<file path="src/rtl/aurora_pkg.sv">
// rtl/aurora_pkg.sv - shared Aurora framing types and default constants
package aurora_pkg;

  localparam int AXI_DATA_SIZE = 32;

  localparam int CC_PERIOD_DEFAULT = 5000;
  localparam int CC_LEN_DEFAULT    = 3;

  typedef enum logic [2:0] {
    OS_IDLE = 3'd0,
    OS_CC   = 3'd1,
    OS_SCP  = 3'd2,
    OS_ECP  = 3'd3,
    OS_DATA = 3'd4
  } ordered_sets_e;

endpackage

</file>
<file path="src/rtl/cc_timer.sv">
// rtl/cc_timer.sv - reload down-counter with enable and clear; one-cycle tick at zero
module cc_timer #(
  parameter int PERIOD = 16
) (
  input  logic clk,
  input  logic rst,
  input  logic en,
  input  logic clr,
  output logic tick
);

  localparam int            W      = $clog2(PERIOD);
  localparam logic [W-1:0]  RELOAD = W'(PERIOD - 1);

  logic [W-1:0] count;

  assign tick = en & ~clr & (count == '0);

  always_ff @(posedge clk or posedge rst) begin
    if (rst) begin
      count <= RELOAD;
    end else if (clr) begin
      count <= RELOAD;
    end else if (en) begin
      if (count == '0) begin
        count <= RELOAD;
      end else begin
        count <= count - W'(1);
      end
    end
  end

endmodule

</file>
<file path="src/rtl/tx_frame_scheduler.sv">
// rtl/tx_frame_scheduler.sv - frames AXI-Stream payload with SCP/ECP, fills IDLE, inserts CC
module tx_frame_scheduler
  import aurora_pkg::*;
#(
  parameter int CC_PERIOD = CC_PERIOD_DEFAULT,
  parameter int CC_LEN    = CC_LEN_DEFAULT
) (
  input  logic                     clk,
  input  logic                     rst,
  input  logic                     link_up,
  input  logic [AXI_DATA_SIZE-1:0] s_axis_tdata,
  input  logic                     s_axis_tvalid,
  input  logic                     s_axis_tlast,
  output logic                     s_axis_tready,
  output ordered_sets_e            ordered_sets,
  output logic [AXI_DATA_SIZE-1:0] data_out,
  output logic                     cc_active
);

  localparam int               CNT_W       = $clog2(CC_LEN + 1);
  localparam logic [CNT_W-1:0] CC_CNT_LOAD = CNT_W'(CC_LEN - 1);

  logic             in_frame;
  logic             ecp_pending;
  logic             cc_due;
  logic [CNT_W-1:0] cc_cnt;
  logic             cc_tick;

  cc_timer #(
    .PERIOD(CC_PERIOD)
  ) u_cc_timer (
    .clk (clk),
    .rst (rst),
    .en  (link_up),
    .clr (~link_up),
    .tick(cc_tick)
  );

  assign s_axis_tready = link_up & in_frame & ~ecp_pending & ~cc_due & (cc_cnt == '0);

  always_ff @(posedge clk or posedge rst) begin
    if (rst) begin
      ordered_sets <= OS_IDLE;
      data_out     <= '0;
      cc_active    <= 1'b0;
      in_frame     <= 1'b0;
      ecp_pending  <= 1'b0;
      cc_due       <= 1'b0;
      cc_cnt       <= '0;
    end else begin
      data_out  <= '0;
      cc_active <= 1'b0;
      if (!link_up) begin
        // Link loss aborts any open frame silently and truncates a running CC.
        ordered_sets <= OS_IDLE;
        in_frame     <= 1'b0;
        ecp_pending  <= 1'b0;
        cc_due       <= 1'b0;
        cc_cnt       <= '0;
      end else if (cc_cnt != '0) begin
        ordered_sets <= OS_CC;
        cc_active    <= 1'b1;
        cc_cnt       <= cc_cnt - CNT_W'(1);
      end else if (cc_due) begin
        ordered_sets <= OS_CC;
        cc_active    <= 1'b1;
        cc_cnt       <= CC_CNT_LOAD;
        cc_due       <= 1'b0;
      end else if (ecp_pending) begin
        ordered_sets <= OS_ECP;
        ecp_pending  <= 1'b0;
        in_frame     <= 1'b0;
      end else if (!in_frame && s_axis_tvalid) begin
        ordered_sets <= OS_SCP;
        in_frame     <= 1'b1;
      end else if (in_frame && s_axis_tvalid) begin
        ordered_sets <= OS_DATA;
        data_out     <= s_axis_tdata;
        if (s_axis_tlast) begin
          ecp_pending <= 1'b1;
        end
      end else begin
        ordered_sets <= OS_IDLE;
      end
      // A new CC request outranks the clear done above in the same cycle.
      if (cc_tick) begin
        cc_due <= 1'b1;
      end
    end
  end

endmodule

</file>
<file path="config.mk">
export PLATFORM = sky130hd
export DESIGN_NAME = tx_frame_scheduler
export DESIGN_NICKNAME = d
export VERILOG_FILES = /design/src/rtl/aurora_pkg.sv /design/src/rtl/cc_timer.sv /design/src/rtl/tx_frame_scheduler.sv
export SDC_FILE = /design/constraint.sdc
export NUM_CORES = 1
export LEC_CHECK = 0
export CORE_MARGIN = 5
export CORE_UTILIZATION = 49
export CTS_CLUSTER_DIAMETER = 80
export CTS_CLUSTER_SIZE = 8
export DETAILED_ROUTE_END_ITERATION = 16
export GPL_ROUTABILITY_DRIVEN = 0
export PLACE_DENSITY = 0.91
export RECOVER_POWER = 25
export SYNTH_ARGS = -nofsm -noshare
export SYNTH_HDL_FRONTEND = slang
export SYNTH_HIERARCHICAL = 1
export SYNTH_SLANG_ARGS = --single-unit
</file>
<file path="constraint.sdc">
create_clock -name clk -period 2.6 [get_ports clk]
set_input_delay 0.65 -clock clk [delete_from_list [all_inputs] [get_ports clk]]
set_output_delay 0.65 -clock clk [all_outputs]
set_load 0.05 [all_outputs]
</file>
==> summary.txt <==
Status
  • Outcome: finished clean

Floorplanning
  • Placement row count: 24
  • Die footprint: 6107 µm²
  • Die Height: 78.15 µm
  • Core region area: 4444 µm²
  • Number of placed I/O pins: 74
  • Overall die width: 78.15 µm
  • Effective utilization at floorplan: 0.5121

Critical path
  • CP arrival: 1.76 ns
  • Slowest-stage cell, CP: sky130_fd_sc_hd__clkdlybuf4s50_1
  • Critical-path cell list: clkdlybuf4s50_1 > nand3b_4 > nor3_1 > buf_12
  • Setup CP Type: in -> out
  • Capturing element of the worst setup path: s_axis_tready
  • Required time worst endpoint: 1.95 ns
  • Register-to-register setup slack: 0.80 ns
  • Logic depth of the worst path, buffers included: 4
  • Startpoint of the most critical setup path: link_up
  • Critical Path Source Type: input pin
  • Worst Path Buf+Inv: 2
  • Crit-path max cell delay: 0.53 ns
  • Max FO, Critical Path: 3
  • Path depth of the worst reg2reg path: 6
  • Element type at the critical path end: primary output
  • Reg2reg start: u_cc_timer/count[1]
  • Family with the most delay on the worst path: buffers and inverters
  • Reg-to-Reg End: u_cc_timer/count[6]

Timing
  • Hold Fails Final Rpt: 0
  • Worst slew pin tran: 0.6351 ns
  • Post-route fraction of the period consumed by the critical path: 0.9264
  • Worst relative slew slack: 0.5766
  • Final-report setup violation count: 0
  • Number of max-slew violations in the final report: 0
  • Final-layout setup total negative slack: 0 ns
  • RSZ-0062 raised after global routing: no
  • Max Clock Freq: 415.2 MHz
  • Final clock skew: 0.007300 ns
  • Final worst slack: 0.1912 ns
  • Post-layout minimum cycle time: 2.409 ns

Placement
  • Area after DPL: 3102 µm²
  • Count of port buffers added during placement: 73
  • Post-placement setup slack: 0.1832 ns
  • Detailed placer's ending HPWL: 3837 µm

Detailed routing
  • Routed WL per cell: 15.32 µm
  • DRC violation count after routing: 0
  • Starting DRT DRC Count: 78
  • First-pass DRT Iterations: 4
  • Via density per instance: 5.207
  • Antenna-violating nets left: 0
  • Final routed wirelength across all metal layers: 4964 µm
  • Detailed-route via count: 1687

Clocking
  • Number of sinks driven by the clock tree: 54
  • Latest clock arrival within the worst-skew pair: 0.30 ns
  • CTS tree: built
  • Number of buffers inserted during clock tree synthesis: 5
  • Post-CTS setup buffer count: 0
  • Clock Tree Root: sky130_fd_sc_hd__clkbuf_8
  • Max H-tree Level: 2
  • Clock input transition at the sequential cells of the worst setup and hold paths: 0.09 ns
  • PostCTS Resize Cnt: 0
  • Post-CTS Hold Buffers: 0
  • Max clock buf depth: 2

Layout
  • Fill cell total of the finished layout: 277
  • Number of antenna cells inserted: 0
  • P&R area growth vs syn: 40.24%
  • Fraction of layout instances using a drive strength above 1: 0.1691
  • Multi-input combinational cell area: 829.5 µm²
  • Nets: 312
  • Final non-filler cell area: 3192 µm²
  • Sequential Area: 1360 µm²

Logic synthesis
  • Part of the Yosys area used for sequential elements: 0.5976
  • Synthesized flop and latch total: 54
  • Asr flop ratio synth: 1.000
  • Post-Synthesis Cells: 188
  • Unique cell type count in the Yosys netlist: 39
  • EDFF count, synth: 0
  • Post-Synthesis Mean Instance Area: 12.11 µm²
  • Combined area of all synthesized cells: 2276 µm²
  • Post-Syn Nets: 229
  • Yosys warns: 6
  • Top_reg_cell synth: sky130_fd_sc_hd__dfrtp_1

GRT
  • Total Routing Usage GR: 0.1786
  • Antenna violations before repair: 0
  • Total grt overflow: 0
  • Vias in the first global route: 1796
  • Pin count of the biggest net entering global routing: 35
  • Wire length of the first global-routing pass: 8625 µm

Power and ir drop
  • Total design power: 1.851 mW
  • Worst-case vdd ir drop: 0.4711 mV
  • Pwr Density: 580.0 nW/µm²
  • LEAKAGE: 1.414 nW

Job
  • Max Cap Viol: 0

Min path
  • Type of the worst min-delay path: reg -> reg
[final cells by class]
cell class	count	area share
multi-input combinational	119	0.2599
inverter	11	0.01294
clock inverter	1	0.002744
timing repair buffer	80	0.2477
tap	52	0.02038
sequential	54	0.4261
clock buffer	7	0.03018
[worst min-delay path, delay by kind of cell, from the launching register on]
family | cells | cell delay (ns)
DFF | 1 | 0.39
and+or+nand+nor | 1 | 0.06
AOI/OAI and AO/OA | 1 | 0.05
[cell families (layout without fill, tap and decap cells)]
logic type / count (synthesis) / in the layout / synth area share
fa+ha+maj: 4 / 4 / 0.02199
mux: 3 / 3 / 0.01374
buf+inv: 15 / 99 / 0.03793
compound gates: 27 / 27 / 0.08357
simple gates: 84 / 84 / 0.2413
xor+xnor: 1 / 1 / 0.003849
flops: 54 / 54 / 0.5976
[synthesized netlist by cell type, types with 2 or more instances]
| cell type | count | area (µm²) |
|---|---|---|
| sky130_fd_sc_hd__and2_2 | 12 | 90.09 |
| sky130_fd_sc_hd__dfstp_2 | 7 | 183.9 |
| sky130_fd_sc_hd__nor4_4 | 2 | 42.54 |
| sky130_fd_sc_hd__nor3_1 | 4 | 20.02 |
| sky130_fd_sc_hd__a211oi_1 | 2 | 15.01 |
| sky130_fd_sc_hd__a21oi_1 | 10 | 50.05 |
| sky130_fd_sc_hd__nand3_1 | 4 | 20.02 |
| sky130_fd_sc_hd__nand2_1 | 9 | 33.78 |
| sky130_fd_sc_hd__mux2i_1 | 2 | 20.02 |
| sky130_fd_sc_hd__o21ai_1 | 3 | 15.01 |
| sky130_fd_sc_hd__or3_1 | 2 | 12.51 |
| sky130_fd_sc_hd__dfrtp_1 | 47 | 1176 |
| sky130_fd_sc_hd__nand4_1 | 3 | 18.77 |
| sky130_fd_sc_hd__nand2b_1 | 7 | 43.79 |
| sky130_fd_sc_hd__and2_1 | 20 | 125.1 |
| sky130_fd_sc_hd__nor2b_1 | 2 | 12.51 |
| sky130_fd_sc_hd__ha_1 | 4 | 50.05 |
| sky130_fd_sc_hd__nor2_1 | 12 | 45.04 |
| sky130_fd_sc_hd__o21a_1 | 2 | 15.01 |
| sky130_fd_sc_hd__buf_6 | 4 | 45.04 |
| sky130_fd_sc_hd__inv_1 | 11 | 41.29 |
| sky130_fd_sc_hd__a22o_1 | 2 | 17.52 |
[worst min path at each step]
stage	startpoint	endpoint	slack, ns	cells after the start
after global placement	cc_cnt[0]	cc_cnt[0]	0.51	2
final	cc_cnt[0]	cc_cnt[0]	0.53	2
after detailed placement	cc_cnt[0]	cc_cnt[0]	0.53	2
after CTS	cc_cnt[0]	cc_cnt[0]	0.54	2
after global routing	u_cc_timer/count[7]	u_cc_timer/count[7]	0.57	1
after floorplan	cc_cnt[0]	cc_cnt[0]	0.50	2
[registers in the layout (all words and copies together) (netlist names)]
register / count
cc_active: 1
cc_cnt: 2
cc_due: 1
data_out: 32
ecp_pending: 1
in_frame: 1
ordered_sets: 3
u_cc_timer/count: 13
[placed cells by master (no fill, tap or decap), types with 2 or more instances in the layout]
| master | instances |
|---|---|
| sky130_fd_sc_hd__mux2i_1 | 2 |
| sky130_fd_sc_hd__dfstp_2 | 7 |
| sky130_fd_sc_hd__o21ai_1 | 3 |
| sky130_fd_sc_hd__nor3_1 | 4 |
| sky130_fd_sc_hd__nand3_1 | 4 |
| sky130_fd_sc_hd__or3_1 | 2 |
| sky130_fd_sc_hd__nor4_4 | 2 |
| sky130_fd_sc_hd__o21a_1 | 2 |
| sky130_fd_sc_hd__nand2_1 | 9 |
| sky130_fd_sc_hd__ha_1 | 4 |
| sky130_fd_sc_hd__nor2_1 | 12 |
| sky130_fd_sc_hd__buf_4 | 6 |
| sky130_fd_sc_hd__a211oi_1 | 2 |
| sky130_fd_sc_hd__a21oi_1 | 10 |
| sky130_fd_sc_hd__clkbuf_8 | 7 |
| sky130_fd_sc_hd__dfrtp_1 | 47 |
| sky130_fd_sc_hd__nand4_1 | 3 |
| sky130_fd_sc_hd__and2_2 | 12 |
| sky130_fd_sc_hd__inv_1 | 11 |
| sky130_fd_sc_hd__nand2b_1 | 7 |
| sky130_fd_sc_hd__nor2b_1 | 2 |
| sky130_fd_sc_hd__a22o_1 | 2 |
| sky130_fd_sc_hd__and2_1 | 20 |
| sky130_fd_sc_hd__clkdlybuf4s50_1 | 71 |
[per-stage QoR]
stage | instances | hold WS [ns] | utilization
after floorplan | 188 | 0.4970 | -
after global placement | 316 | 0.5105 | 0.6979
after detailed placement | 316 | 0.5295 | 0.6979
after CTS | 324 | 0.5423 | 0.7216
after global routing | 324 | 0.5671 | 0.7182
final | 324 | 0.5346 | 0.7182
[layer usage]
layer,vias to the layer above,share of wire,track usage
met5,-,0,0
met4,0,0.011,0.04196
met3,7,0.11,0.08009
met2,56,0.50,0.3057
met1,827,0.38,0.2066
li1,797,-,-
[power breakdown]
group,internal [mW],switching [mW],total (mW)
Combinational,0.173,0.259,0.432
Sequential,0.887,0.0212,0.909
Clock,0.244,0.266,0.510
Power figures use the tool's default switching activity.
